File: config.mk
export PLATFORM = sky130hd
export DESIGN_NAME = register_bank_param_flat
export DESIGN_NICKNAME = d
export VERILOG_FILES = /design/src/rtl/regbank_pkg.sv /design/src/rtl/register_bank_param_if.sv /design/src/rtl/regbank_ptr.sv /design/src/rtl/register_bank_param.sv /design/src/flat_wrapper.sv
export SDC_FILE = /design/constraint.sdc
export NUM_CORES = 1
export LEC_CHECK = 0
export CAP_MARGIN = 20
export CORE_UTILIZATION = 26
export DETAILED_ROUTE_END_ITERATION = 10
export DONT_BUFFER_PORTS = 1
export PLACE_DENSITY = 0.45
export SYNTH_ARGS = -nofsm -noshare
export SYNTH_HDL_FRONTEND = slang
export SYNTH_SLANG_ARGS = --single-unit
File: constraint.sdc
create_clock -name clk_i -period 2.91 [get_ports clk_i]
set_clock_uncertainty 0.15 [all_clocks]
set_input_delay 0.582 -clock clk_i [delete_from_list [all_inputs] [get_ports clk_i]]
set_output_delay 0.582 -clock clk_i [all_outputs]
set_load 0.005 [all_outputs]
File: src/rtl/regbank_pkg.sv
// Shared constants for the parametrised analog-control register bank.
// Control-register bit fields and the default address map used by the
// parent wrapper when slicing the shadow bank into analog controls.
package regbank_pkg;

  // Control register bit positions
  localparam int unsigned PWR_MODE  = 0;
  localparam int unsigned VUP       = 1;
  localparam int unsigned VDN       = 2;
  localparam int unsigned VCO_FIXED = 3;
  localparam int unsigned VSRC_SEL  = 4;

  // Default address map
  localparam int unsigned PGA     = 0;
  localparam int unsigned CTRL    = 1;
  localparam int unsigned VCO_SEL = 2;
  localparam int unsigned LOAD    = 5;
  localparam int unsigned COUNT   = 6;
  localparam int unsigned RAMP    = 7;

endpackage

File: src/rtl/register_bank_param_if.sv
// Host port of the register bank, driven by the I2C slave front end.
//   master: reg_addr, data_in, wr_en, rd_en, auto_inc, ptr_load, commit (out)
//           data_out, rd_valid, rd_err, wr_err, ptr (in)
//   slave : the mirror image, used by register_bank_param.
interface register_bank_param_if #(
  parameter int unsigned ADDR_W = 8,
  parameter int unsigned DATA_W = 8
) ();

  logic [ADDR_W-1:0] reg_addr;
  logic [DATA_W-1:0] data_in;
  logic              wr_en;
  logic              rd_en;
  logic              auto_inc;
  logic              ptr_load;
  logic              commit;
  logic [DATA_W-1:0] data_out;
  logic              rd_valid;
  logic              rd_err;
  logic              wr_err;
  logic [ADDR_W-1:0] ptr;

  modport master (
    output reg_addr, data_in, wr_en, rd_en, auto_inc, ptr_load, commit,
    input  data_out, rd_valid, rd_err, wr_err, ptr
  );

  modport slave (
    input  reg_addr, data_in, wr_en, rd_en, auto_inc, ptr_load, commit,
    output data_out, rd_valid, rd_err, wr_err, ptr
  );

endinterface

File: src/rtl/regbank_ptr.sv
// Burst pointer: loads from load_addr_i (priority) or post-increments,
// wrapping from NumRegs-1 back to 0.
//   clk_i, rst_ni : clock, async active-low reset (pointer resets to 0)
//   load_i        : load pointer from load_addr_i
//   inc_i         : advance pointer by one
//   ptr_o         : current pointer
module regbank_ptr #(
  parameter int unsigned NumRegs = 8,
  parameter int unsigned AddrW   = 8
) (
  input  logic             clk_i,
  input  logic             rst_ni,
  input  logic             load_i,
  input  logic [AddrW-1:0] load_addr_i,
  input  logic             inc_i,
  output logic [AddrW-1:0] ptr_o
);

  logic [AddrW-1:0] ptr_d, ptr_q;

  always_comb begin
    ptr_d = ptr_q;
    if (load_i) begin
      ptr_d = load_addr_i;
    end else if (inc_i) begin
      // A pointer loaded beyond the bank simply counts on and wraps at 2**AddrW.
      ptr_d = (ptr_q == AddrW'(NumRegs - 1)) ? '0 : ptr_q + AddrW'(1);
    end
  end

  always_ff @(posedge clk_i or negedge rst_ni) begin
    if (!rst_ni) begin
      ptr_q <= '0;
    end else begin
      ptr_q <= ptr_d;
    end
  end

  assign ptr_o = ptr_q;

endmodule

File: src/rtl/register_bank_param.sv
// Parametrised analog-control register bank with burst pointer, error
// pulses, write protection in low-power mode and a one-cycle shadow commit.
//   clk_i, rst_ni  : clock, async active-low reset
//   bus            : host port (slave side), see register_bank_param_if
//   pwr_mode_o     : live control register power-mode bit
//   live_regs_o    : flattened live bank, register i at [i*DATA_W +: DATA_W]
//   shadow_regs_o  : flattened shadow bank, same packing
//   shadow_valid_o : set by the first explicit commit
module register_bank_param
  import regbank_pkg::*;
#(
  parameter int unsigned       NUM_REGS    = 8,
  parameter int unsigned       DATA_W      = 8,
  parameter int unsigned       ADDR_W      = 8,
  parameter int unsigned       CTRL_ADDR   = CTRL,
  parameter logic [DATA_W-1:0] CTRL_RST    = DATA_W'(9),
  parameter bit                AUTO_COMMIT = 1'b0
) (
  input  logic                         clk_i,
  input  logic                         rst_ni,
  register_bank_param_if.slave         bus,
  output logic                         pwr_mode_o,
  output logic [NUM_REGS*DATA_W-1:0]   live_regs_o,
  output logic [NUM_REGS*DATA_W-1:0]   shadow_regs_o,
  output logic                         shadow_valid_o
);

  function automatic logic [DATA_W-1:0] rst_val(int unsigned idx);
    return (idx == CTRL_ADDR) ? CTRL_RST : DATA_W'(2 * idx);
  endfunction

  logic [DATA_W-1:0] live_q   [NUM_REGS];
  logic [DATA_W-1:0] live_d   [NUM_REGS];
  logic [DATA_W-1:0] shadow_q [NUM_REGS];
  logic [DATA_W-1:0] shadow_d [NUM_REGS];
  logic              shadow_valid_q, shadow_valid_d;

  logic [DATA_W-1:0] data_out_q, data_out_d;
  logic              rd_valid_q, rd_err_q, wr_err_q;

  logic [ADDR_W-1:0] ptr;
  logic [ADDR_W-1:0] ea;
  logic              in_range;
  logic              ctrl_hit;
  logic              wr_ok;
  logic [DATA_W-1:0] rd_data;

  regbank_ptr #(
    .NumRegs (NUM_REGS),
    .AddrW   (ADDR_W)
  ) u_ptr (
    .clk_i       (clk_i),
    .rst_ni      (rst_ni),
    .load_i      (bus.ptr_load),
    .load_addr_i (bus.reg_addr),
    .inc_i       (bus.auto_inc & (bus.rd_en | bus.wr_en)),
    .ptr_o       (ptr)
  );

  assign ea       = bus.auto_inc ? ptr : bus.reg_addr;
  assign in_range = {1'b0, ea} < (ADDR_W + 1)'(NUM_REGS);
  assign ctrl_hit = (ea == ADDR_W'(CTRL_ADDR));
  // The control register stays writable so low-power mode can be left.
  assign wr_ok    = bus.wr_en & in_range & (ctrl_hit | live_q[CTRL_ADDR][PWR_MODE]);

  always_comb begin
    rd_data = '1;  // out-of-range reads return all ones
    for (int i = 0; i < int'(NUM_REGS); i++) begin
      if (ea == ADDR_W'(i)) rd_data = live_q[i];
    end
  end

  always_comb begin
    live_d = live_q;
    for (int i = 0; i < int'(NUM_REGS); i++) begin
      if (wr_ok && (ea == ADDR_W'(i))) live_d[i] = bus.data_in;
    end
  end

  // Shadow copies the pre-write live bank, so a commit alongside a write
  // captures the old value.
  always_comb begin
    shadow_d       = shadow_q;
    shadow_valid_d = shadow_valid_q;
    if (bus.commit || (AUTO_COMMIT && !wr_ok)) begin
      shadow_d = live_q;
    end
    if (bus.commit) shadow_valid_d = 1'b1;
  end

  assign data_out_d = bus.rd_en ? rd_data : data_out_q;

  always_ff @(posedge clk_i or negedge rst_ni) begin
    if (!rst_ni) begin
      for (int i = 0; i < int'(NUM_REGS); i++) begin
        live_q[i]   <= rst_val(i);
        shadow_q[i] <= '0;
      end
      shadow_valid_q <= 1'b0;
      data_out_q     <= '0;
      rd_valid_q     <= 1'b0;
      rd_err_q       <= 1'b0;
      wr_err_q       <= 1'b0;
    end else begin
      live_q         <= live_d;
      shadow_q       <= shadow_d;
      shadow_valid_q <= shadow_valid_d;
      data_out_q     <= data_out_d;
      rd_valid_q     <= bus.rd_en;
      rd_err_q       <= bus.rd_en & ~in_range;
      wr_err_q       <= bus.wr_en & ~wr_ok;
    end
  end

  always_comb begin
    live_regs_o   = '0;
    shadow_regs_o = '0;
    for (int i = 0; i < int'(NUM_REGS); i++) begin
      live_regs_o[i*DATA_W +: DATA_W]   = live_q[i];
      shadow_regs_o[i*DATA_W +: DATA_W] = shadow_q[i];
    end
  end

  assign bus.data_out   = data_out_q;
  assign bus.rd_valid   = rd_valid_q;
  assign bus.rd_err     = rd_err_q;
  assign bus.wr_err     = wr_err_q;
  assign bus.ptr        = ptr;
  assign pwr_mode_o     = live_q[CTRL_ADDR][PWR_MODE];
  assign shadow_valid_o = shadow_valid_q;

endmodule

File: src/flat_wrapper.sv
// flat-port wrapper written by rule: the top's interface ports become plain ports
module register_bank_param_flat import regbank_pkg::*;
#(
  parameter int unsigned       NUM_REGS    = 8,
  parameter int unsigned       DATA_W      = 8,
  parameter int unsigned       ADDR_W      = 8,
  parameter int unsigned       CTRL_ADDR   = CTRL,
  parameter logic [DATA_W-1:0] CTRL_RST    = DATA_W'(9),
  parameter bit                AUTO_COMMIT = 1'b0
)
  (clk_i, rst_ni, pwr_mode_o, live_regs_o, shadow_regs_o, shadow_valid_o, bus_reg_addr, bus_data_in, bus_wr_en, bus_rd_en, bus_auto_inc, bus_ptr_load, bus_commit, bus_data_out, bus_rd_valid, bus_rd_err, bus_wr_err, bus_ptr);
  register_bank_param_if #(.ADDR_W(ADDR_W), .DATA_W(DATA_W)) bus_i ();
  input  logic clk_i;
  input  logic rst_ni;
  output logic pwr_mode_o;
  output logic [NUM_REGS*DATA_W-1:0] live_regs_o;
  output logic [NUM_REGS*DATA_W-1:0] shadow_regs_o;
  output logic shadow_valid_o;
  input wire logic [$bits(bus_i.reg_addr)-1:0] bus_reg_addr;
  input wire logic [$bits(bus_i.data_in)-1:0] bus_data_in;
  input wire logic [$bits(bus_i.wr_en)-1:0] bus_wr_en;
  input wire logic [$bits(bus_i.rd_en)-1:0] bus_rd_en;
  input wire logic [$bits(bus_i.auto_inc)-1:0] bus_auto_inc;
  input wire logic [$bits(bus_i.ptr_load)-1:0] bus_ptr_load;
  input wire logic [$bits(bus_i.commit)-1:0] bus_commit;
  output wire logic [$bits(bus_i.data_out)-1:0] bus_data_out;
  output wire logic [$bits(bus_i.rd_valid)-1:0] bus_rd_valid;
  output wire logic [$bits(bus_i.rd_err)-1:0] bus_rd_err;
  output wire logic [$bits(bus_i.wr_err)-1:0] bus_wr_err;
  output wire logic [$bits(bus_i.ptr)-1:0] bus_ptr;
  assign bus_i.reg_addr = bus_reg_addr;
  assign bus_i.data_in = bus_data_in;
  assign bus_i.wr_en = bus_wr_en;
  assign bus_i.rd_en = bus_rd_en;
  assign bus_i.auto_inc = bus_auto_inc;
  assign bus_i.ptr_load = bus_ptr_load;
  assign bus_i.commit = bus_commit;
  assign bus_data_out = bus_i.data_out;
  assign bus_rd_valid = bus_i.rd_valid;
  assign bus_rd_err = bus_i.rd_err;
  assign bus_wr_err = bus_i.wr_err;
  assign bus_ptr = bus_i.ptr;
  register_bank_param #(.NUM_REGS(NUM_REGS), .DATA_W(DATA_W), .ADDR_W(ADDR_W), .CTRL_ADDR(CTRL_ADDR), .CTRL_RST(CTRL_RST), .AUTO_COMMIT(AUTO_COMMIT)) u_core (.clk_i(clk_i), .rst_ni(rst_ni), .bus(bus_i), .pwr_mode_o(pwr_mode_o), .live_regs_o(live_regs_o), .shadow_regs_o(shadow_regs_o), .shadow_valid_o(shadow_valid_o));
endmodule
==> impl_metrics.json, run 1 <==
{
  "status": "complete, but fails checks",
  "violations": "hold timing",
  "yosys_register_bits": 148,
  "rows": 58,
  "grtUsageTotal_pct": 15.3,
  "synth-async-reset-ratio_pct": 100,
  "finalHoldViolCount": 140,
  "core_area_mm2": 0.0254,
  "cts.path.max_buffers": 2,
  "switching_power_w": 0.00106,
  "finalHoldWorstSlack_ns": -0.295,
  "yosysUniqueCellTypes": 55,
  "drive_gt1_share_pct": 40.2,
  "worstMarginPinSlew_ns": 0.777,
  "synth-simple-area-share_pct": 8.10,
  "ant_nets": 0,
  "wl_per_cell_um": 23.7,
  "path_max_fanout": 8,
  "required_ns": 3.07,
  "netlist_instances": 482,
  "gr-total-overflow": 0,
  "holdCritPathClass": "in2async",
  "synth_flop_cell": "dfrtp_1",
  "synth_nets": 506,
  "rsz0062_at_grt": "no",
  "cts_tree": "yes",
  "post_cts_buffers": 0,
  "seq_area_frac_synth_pct": 54.6,
  "synth-xor-area-share_pct": 0.129,
  "layout_setup_ws_ns": 0.418,
  "p_int_w": 0.00355,
  "fin_crit_ns": 2.49,
  "seqPwrFrac_pct": 46.1,
  "die_h_um": 164,
  "pwr-share-clk_pct": 49.5,
  "cts.sinks": 148,
  "dieWidth_um": 164,
  "swShare_pct": 23.0,
  "vias": 4226,
  "slew_violations": 0,
  "wirelength_um": 19800,
  "cts_max_level": 4,
  "ir_worst_vdd_uv": 332,
  "power_density_mw_per_mm2": 591,
  "synth_compound_area_share_pct": 10.5,
  "antenna_cells": 0,
  "drt_iter0_markers": 300,
  "max_freq_mhz": 401,
  "place_ws_ns": 0.273,
  "dp_hpwl_um": 14300,
  "gp_congestion": 0.827,
  "clockRootBuffer": "clkbuf_16",
  "grt_max_degree": 149,
  "endpoint_kind": "flop",
  "start_kind": "flop",
  "pwr-share-comb_pct": 4.4,
  "dr.pass1.iters": 4,
  "ys_warn_count": 0,
  "syn_avg_cell_area_um2": 14.1,
  "synth-adder-area-share_pct": 0.184,
  "grt_pass1_vias": 4566,
  "tns_ns": 0,
  "synth_area_mm2": 0.00681,
  "numCtsBuffers": 17,
  "grt_pass1_wl_um": 29900,
  "start_util_pct": 26.8,
  "clock_latency_ns": 0.42,
  "p_leak_nw": 3.61,
  "arrival_ns": 2.65,
  "fillers": 2558,
  "io_buffers": 0,
  "setup_viol": 0,
  "synth-edff-count": 0,
  "antenna_found_initial": 0,
  "cts.clk_slew.worst_paths_ns": 0.06,
  "pin_count": 172,
  "synth_top_family_by_area": "multiplexers",
  "synth.area.mux_share_pct": 24.4,
  "final_nets": 514,
  "drv_cap": 0,
  "crit_type": "reg2reg",
  "fin_crit_sh_pct": 85.6,
  "die-area_mm2": 0.0268,
  "via_per_inst": 5.08,
  "drc": 0,
  "syn_to_final_growth_pct": 14.6,
  "relSlewSlack_pct": 48.2
}
[flip-flops by register name, summed over array words and instances (netlist names)]
| register | cells |
|---|---|
| u_core.bus.wr_err | 1 |
| u_core.bus.data_out | 8 |
| u_core.live_regs_o | 64 |
| u_core.u_ptr.ptr_o | 8 |
| u_core.shadow_regs_o | 64 |
| u_core.bus.rd_valid | 1 |
| u_core.bus.rd_err | 1 |
| u_core.shadow_valid_o | 1 |
[cells by family (layout without fill, tap and decap cells)]
logic type / count (synthesis) / count (layout)
AOI/OAI and AO/OA: 96 / 96
adders and majority gates: 1 / 1
and+or+nand+nor: 77 / 77
buffers and inverters: 30 / 50
DFF: 148 / 148
muxes: 129 / 129
xor gates and xnor gates: 1 / 1
[power groups by stage]
| stage | Sequential [W] | Combinational [W] | Clock, W |
|---|---|---|---|
| finish | 0.00213 | 0.000202 | 0.00228 |
| detailed placement | 0.00216 | 0.000199 | 0 |
| floorplan | 0.00215 | 0.000172 | 0 |
| global route | 0.00213 | 0.000217 | 0.00243 |
| CTS | 0.00213 | 0.000200 | 0.00235 |
| global placement | 0.00216 | 0.000196 | 0 |
[metrics by stage]
stage	total power, W	area [µm²]	instances	util (%)
after CTS	0.00467	7800	832	30.7
after global routing	0.00477	7800	832	30.7
final	0.00461	7800	832	30.7
after global placement	0.00236	7200	801	28.4
after floorplan	0.00232	6810	482	-
after detailed placement	0.00236	7200	801	28.4
[per-layer routing]
layer  routed length (µm)  share of wire (%)  up-vias  track usage (%)
met2                 9270                 47      164             23.9
met1                 8370                 42     2212             19.4
met3                 1890                9.6       15             6.16
met4                  223                1.1        0             4.50
li1                     -                  -     1835                -
met5                    0                  0        -                0
[cell type report]
cell class / instances / area, µm² / share of cell area (%)
Inverter: 9 / 33.8 / 0.433
Tap cell: 330 / 413 / 5.29
Timing Repair Buffer: 10 / 87.6 / 1.12
Clock buffer: 20 / 447 / 5.73
Sequential cell: 148 / 3720 / 47.7
Clock inverter: 11 / 150 / 1.92
Multi-Input combinational cell: 304 / 2950 / 37.8
[what timing repair did]
item / in CTS / in global routing
hold endpoints to repair: 148 / 148
resized for setup: 0 / 0
endpoints found under the setup margin: 0 / 0
[cells in the mapped netlist (9+ instances only)]
cell | n | area (µm²)
nand2_1 | 13 | 48.8
nor2_1 | 19 | 71.3
clkbuf_1 | 14 | 52.6
o22ai_1 | 14 | 87.6
dfstp_2 | 13 | 342
a21oi_1 | 20 | 100
mux2_2 | 72 | 811
and3_1 | 9 | 56.3
dfrtp_1 | 135 | 3380
a221o_1 | 14 | 140
o21ai_0 | 10 | 50.1
mux2_4 | 56 | 841
[cell usage in the layout (no fill, tap or decap), drive strengths merged, types with 5 or more instances in the layout]
master	count
mux2	128
clkbuf	20
dfstp	13
nand2	20
o21ai	11
buf	10
a21oi	22
a211oi	5
nor3b	5
inv	12
nor3	5
a221o	14
and3	9
nor2	21
dfrtp	135
o22ai	14
a32oi	10
[worst paths after layout]
kind	from	endpoint	slack (ns)	cells past startpoint
setup / recovery	u_core.u_ptr.ptr_o[4]$_DFFE_PN0P_	u_core.live_regs_o[28]$_DFFE_PN0P_	0.42	6
hold / removal	rst_ni	u_core.u_ptr.ptr_o[4]$_DFFE_PN0P_	-0.29	0
setup reg to reg	u_core.u_ptr.ptr_o[4]$_DFFE_PN0P_	u_core.live_regs_o[28]$_DFFE_PN0P_	0.42	6
hold reg to reg	u_core.shadow_valid_o$_DFFE_PN0P_	u_core.shadow_valid_o$_DFFE_PN0P_	0.36	1
max in group asynchronous	rst_ni	u_core.live_regs_o[51]$_DFFE_PN1P_	2.51	0
min in group clk_i	bus_rd_en	u_core.bus.rd_valid$_DFF_PN0_	0.04	0
[worst max-delay path: stages, from the launching register on]
cell	delay (ns)
dfrtp_1	0.46
nor4_4	0.52
nand3_4	0.18
and2_1	0.27
nor2_1	0.32
nand2_8	0.14
mux2_4	0.32
Power figures use the tool's default switching activity.
==> inputs of run 2 (changes only) <==
--- a/config.mk
+++ b/config.mk
@@ -6,6 +6,7 @@
 export NUM_CORES = 1
 export LEC_CHECK = 0
 export CAP_MARGIN = 20
+export CORE_ASPECT_RATIO = 2
 export CORE_UTILIZATION = 26
 export DETAILED_ROUTE_END_ITERATION = 10
 export DONT_BUFFER_PORTS = 1
==> run 2 against run 1 <==
Net effect: clock power is 8% higher; first-iteration DRC count is 22% lower; the flow still finishes with violations (hold timing); worst hold slack worse by 0.010 ns; cell count is 1.4% higher; sequential share of layout area is 0.53 points lower; worst setup slack worse by 0.13 ns; clock-buffer cell count is 4 higher; global-route usage is 1.2 points higher; highest routed layer unchanged; critical path depth stayed put; critical path type unchanged; largest power group unchanged.
==> impl_metrics.json, run 2 (synthesis gave the netlist of run 1 again) <==
{
  "status": "complete, but fails checks",
  "violations": "hold timing",
  "relSlewSlack_pct": 54.3,
  "place_ws_ns": 0.114,
  "required_ns": 3.07,
  "tns_ns": 0,
  "ant_nets": 0,
  "ir_worst_vdd_uv": 369,
  "antenna_found_initial": 0,
  "wl_per_cell_um": 25.0,
  "cp_cell_sequence": "nor4_4 > a22oi_2 > or2_2 > o22ai_1 > nor4b_1 > a221o_1",
  "clock_latency_ns": 0.43,
  "finalHoldViolCount": 139,
  "start_util_pct": 26.5,
  "fin_crit_ns": 2.62,
  "gp_congestion": 0.785,
  "slew_violations": 0,
  "cts-resized-gates": 0,
  "layout_common_cells": "dfrtp_1, mux2_2, mux2_4",
  "grt_pass1_vias": 4710,
  "seq_area_mm2": 0.00372,
  "post_cts_buffers": 0,
  "start_kind": "flop",
  "setup_viol": 0,
  "cp_slowest_stage_delay_ns": 0.53,
  "cts_max_level": 4,
  "drc": 0,
  "die_h_um": 231,
  "vias": 4228,
  "grt_pass1_wl_um": 31100,
  "drt_iter0_markers": 235,
  "cts.sinks": 148,
  "finalHoldWorstSlack_ns": -0.305,
  "path_buf_inv": 0,
  "drv_cap": 0,
  "final_common_cell": "dfrtp_1",
  "gr-total-overflow": 0,
  "path_max_fanout": 9,
  "drive_gt1_share_pct": 40.1,
  "grtUsageTotal_pct": 16.5,
  "antenna_cells": 0,
  "r2r_start": "u_core.u_ptr.ptr_o[4]$_DFFE_PN0P_",
  "crit_family": "simple AND/OR/NAND/NOR gates",
  "slowest_stage": "nor4_4",
  "via_per_inst": 5.01,
  "clockRootBuffer": "clkbuf_16",
  "grt_max_degree": 149,
  "final_nets": 515,
  "max_freq_mhz": 382,
  "endpoint_kind": "flop",
  "dieWidth_um": 116,
  "power_density_mw_per_mm2": 608,
  "cts_hold_buf": 1,
  "cts.path.max_buffers": 2,
  "layout_setup_ws_ns": 0.290,
  "wirelength_um": 21100,
  "cts.clk_slew.worst_paths_ns": 0.06,
  "fillers": 2595,
  "arrival_ns": 2.78,
  "multiInputGateArea_mm2": 0.00295,
  "numCtsBuffers": 17,
  "p_leak_nw": 3.65,
  "core_area_mm2": 0.0257,
  "rows": 83,
  "rsz0062_at_grt": "no",
  "dr.pass1.iters": 4,
  "io_buffers": 0,
  "dp_hpwl_um": 15700,
  "holdCritPathClass": "in2async",
  "syn_to_final_growth_pct": 15.9,
  "critPathLaunch": "u_core.u_ptr.ptr_o[4]$_DFFE_PN0P_",
  "worstMarginPinSlew_ns": 0.685,
  "crit_type": "reg2reg",
  "fin_crit_sh_pct": 90.0,
  "cts_tree": "yes",
  "pin_count": 172,
  "die-area_mm2": 0.0269
}
[run 2: cell types whose count changed in the layout (fill, tap and decap cells not counted), sizes merged]
cell and change:
bufinv +2, clkbuf +4, clkinv -2, dlygate4sd3 +1, inv -3
[run 2: final timing paths]
check                                                endpoint  slack (ns)  cells after the start
setup / recovery           u_core.bus.data_out[6]$_DFFE_PN0P_        0.29                      6
hold / removal              u_core.shadow_valid_o$_DFFE_PN0P_       -0.30                      0
setup reg to reg           u_core.bus.data_out[6]$_DFFE_PN0P_        0.29                      6
hold reg to reg             u_core.shadow_valid_o$_DFFE_PN0P_        0.35                      1
max in group asynchronous  u_core.live_regs_o[41]$_DFFE_PN1P_        2.53                      0
min in group clk_i          u_core.u_ptr.ptr_o[2]$_DFFE_PN0P_        0.11                      1
[run 2: layer usage]
layer  global-route usage, %  routed length, µm  vias to the layer above
li1                        -                  -                     1830
met1                    15.9               6950                     2206
met2                    29.8              11900                      154
met3                    5.41               1400                       38
met4                    9.50                878                        0
met5                       0                  0                        -
[run 2: stage by stage]
stage / instance area, µm² / util [%] / hold slack [ns] / power, W / instances
floorplan: 6810 / - / 0.136 / 0.00232 / 482
global placement: 7220 / 28.1 / 0.140 / 0.00236 / 811
detailed placement: 7220 / 28.1 / 0.138 / 0.00236 / 811
CTS: 7890 / 30.8 / -0.338 / 0.00487 / 844
global route: 7890 / 30.8 / -0.336 / 0.00496 / 844
finish: 7890 / 30.8 / -0.305 / 0.00479 / 844
[run 2: cell type report]
cell class / count / share of cell area (%)
Clock buffer: 24 / 6.23
Clock inverter: 8 / 2.16
Inverter: 9 / 0.428
Multi-Input combinational cell: 304 / 37.4
Sequential cell: 148 / 47.2
Tap cell: 340 / 5.39
Timing Repair Buffer: 11 / 1.24
[run 2: worst reg2reg max path, stage by stage, from the launching register on]
cell,delay (ns)
dfrtp_1,0.46
nor4_4,0.53
a22oi_2,0.29
or2_2,0.41
o22ai_1,0.27
nor4b_1,0.11
a221o_1,0.28
[run 2: power breakdown]
part	switching [W]	total, W	leakage [nW]	internal (W)
Combinational	0.000107	0.000198	1.37	0.0000914
Clock	0.000856	0.00247	0.317	0.00161
Sequential	0.0000426	0.00213	1.96	0.00209
Total	0.00101	0.00479	3.65	0.00379
==> inputs of run 3 (changes only) <==
==> constraint.sdc (replaced) <==
create_clock -name clk_i -period 3.1 [get_ports clk_i]
set_clock_uncertainty 0.15 [all_clocks]
set_input_delay 0.62 -clock clk_i [delete_from_list [all_inputs] [get_ports clk_i]]
set_output_delay 0.62 -clock clk_i [all_outputs]
set_load 0.005 [all_outputs]
==> run 3 against run 2 <==
Net effect: the flow still finishes with violations (hold timing); flip-flop and latch count stayed put; clock power is 17% lower; global-route usage hardly changed; highest routed layer unchanged; die area stayed put; critical path depth stayed put; routed wire length is 0.49% lower; final area is 1.5% lower; combinational power is 8% lower; sequential power is 6% lower; maximum frequency is 0.38% lower; worst setup slack better by 0.18 ns; cell count is 0.59% lower.
==> impl_metrics.json, run 3 (synthesis gave the netlist of run 1 again) <==
{
  "status": "complete, but fails checks",
  "violations": "hold timing",
  "die_h_um": 231,
  "grtUsageTotal_pct": 16.6,
  "instances_no_fill": 839,
  "cts.path.max_buffers": 2,
  "pin_count": 172,
  "required_ns": 3.26,
  "ff2ff_setup_slack_ns": 0.47,
  "start_kind": "flop",
  "start_util_pct": 26.5,
  "gr-total-overflow": 0,
  "p_int_w": 0.00327,
  "numCtsBuffers": 17,
  "switching_power_w": 0.000945,
  "pwr-share-comb_pct": 4.3,
  "setup_viol": 0,
  "crit_type": "reg2reg",
  "grt_pass1_vias": 4570,
  "ir_worst_vdd_uv": 275,
  "rsz0062_at_grt": "no",
  "max_freq_mhz": 380,
  "relSlewSlack_pct": 55.2,
  "pwr-share-clk_pct": 48.3,
  "drt_iter0_markers": 252,
  "ff2ff_path_depth": 6,
  "swShare_pct": 22.4,
  "total_power_w": 0.00422,
  "antenna_found_initial": 0,
  "slew_violations": 0,
  "cts_tree": "yes",
  "cts-resized-gates": 0,
  "worstMarginPinSlew_ns": 0.672,
  "clock_latency_ns": 0.44,
  "cts_max_level": 4,
  "power_density_mw_per_mm2": 543,
  "final_common_cell": "dfrtp_1",
  "dr.pass1.iters": 4,
  "ant_nets": 0,
  "clockRootBuffer": "clkbuf_16",
  "place_inst": 808,
  "cts.clk_slew.worst_paths_ns": 0.07,
  "final_nets": 511,
  "seqPwrFrac_pct": 47.4,
  "gp_congestion": 0.815,
  "io_buffers": 0,
  "wl_per_cell_um": 25.0,
  "endpoint_kind": "flop",
  "via_per_inst": 4.98,
  "drv_cap": 0,
  "rr_endpoint": "u_core.bus.data_out[5]$_DFFE_PN0P_",
  "wirelength_um": 21000,
  "arrival_ns": 2.79,
  "dp_hpwl_um": 15600,
  "syn_to_final_growth_pct": 14.1,
  "rows": 83,
  "fin_crit_ns": 2.63,
  "grt_pass1_wl_um": 31100,
  "r2r_start": "u_core.u_ptr.ptr_o[4]$_DFFE_PN0P_",
  "drive_gt1_share_pct": 40.1,
  "finalHoldWorstSlack_ns": -0.273,
  "antenna_cells": 0,
  "vias": 4179,
  "path_max_fanout": 8,
  "finalHoldViolCount": 139,
  "dieWidth_um": 116,
  "core_area_mm2": 0.0257,
  "tns_ns": 0,
  "fin_crit_sh_pct": 84.8,
  "p_leak_nw": 3.60,
  "die-area_mm2": 0.0269,
  "layout_common_cells": "dfrtp_1, mux2_2, mux2_4",
  "critPathLaunch": "u_core.u_ptr.ptr_o[4]$_DFFE_PN0P_",
  "post_cts_buffers": 0,
  "drc": 0,
  "holdCritPathClass": "in2async",
  "cts.sinks": 148,
  "grt_max_degree": 149
}
run 3: cell count changes in the layout (fill, tap and decap cells not counted), sizes merged:
cell and delta:
dlygate4sd3 -1, clkinv +6, buf -3, clkbuf -3, bufinv -3, clkinvlp -1
run 3: layout make-up:
type | count | area (µm²)
clock buffer | 21 | 470
tap | 340 | 425
fill | 2591 | 17900
inverter | 9 | 33.8
timing repair buffer | 7 | 65.1
clock inverter | 10 | 106
multi-input combinational | 304 | 2950
sequential | 148 | 3720
run 3: worst max-delay path by stage:
| stage | endpoint | slack [ns] | depth (start not counted) |
|---|---|---|---|
| final | u_core.bus.data_out[5]$_DFFE_PN0P_ | 0.47 | 6 |
| after floorplan | u_core.live_regs_o[32]$_DFFE_PN0P_ | 0.69 | 7 |
| after detailed placement | u_core.bus.data_out[5]$_DFFE_PN0P_ | 0.31 | 6 |
| after global placement | u_core.bus.data_out[5]$_DFFE_PN0P_ | 0.33 | 6 |
| after CTS | u_core.bus.data_out[5]$_DFFE_PN0P_ | 0.49 | 6 |
| after global routing | u_core.bus.data_out[5]$_DFFE_PN0P_ | 0.34 | 6 |
run 3: worst max-delay path: stages (launching register included):
cell and delay, ns:
dfrtp_1 0.46, nor4_4 0.53, nand3_4 0.17, a21o_1 0.36, o22a_1 0.35, a2111oi_0 0.37, nor3_1 0.10
run 3: metal layers:
| metal | part of all wire, % | wire length [µm] | track usage, % | vias up |
|---|---|---|---|---|
| li1 | - | - | - | 1822 |
| met1 | 33 | 6920 | 15.9 | 2171 |
| met2 | 57 | 11900 | 30.3 | 155 |
| met3 | 7.0 | 1480 | 5.70 | 31 |
| met4 | 3.3 | 688 | 8.17 | 0 |
| met5 | 0 | 0 | 0 | - |
run 3: power groups by stage:
| stage | sequential (W) | clock (W) | combinational [W] |
|---|---|---|---|
| after floorplan | 0.00202 | 0 | 0.000161 |
| after global placement | 0.00203 | 0 | 0.000177 |
| after detailed placement | 0.00203 | 0 | 0.000181 |
| after CTS | 0.00200 | 0.00210 | 0.000182 |
| after global routing | 0.00200 | 0.00218 | 0.000200 |
| final | 0.00200 | 0.00204 | 0.000183 |
run 3: metrics by stage:
step           hold slack (ns)  utilization [%]  setup WS [ns]  cell area (µm²)
6_report                -0.273             30.3          0.470             7770
2_1_floorplan            0.174                -          0.688             6810
3_3_place_gp             0.178             28.0          0.329             7190
5_1_grt                 -0.299             30.3          0.335             7770
3_5_place_dp             0.177             28.0          0.305             7190
4_1_cts                 -0.301             30.3          0.487             7770
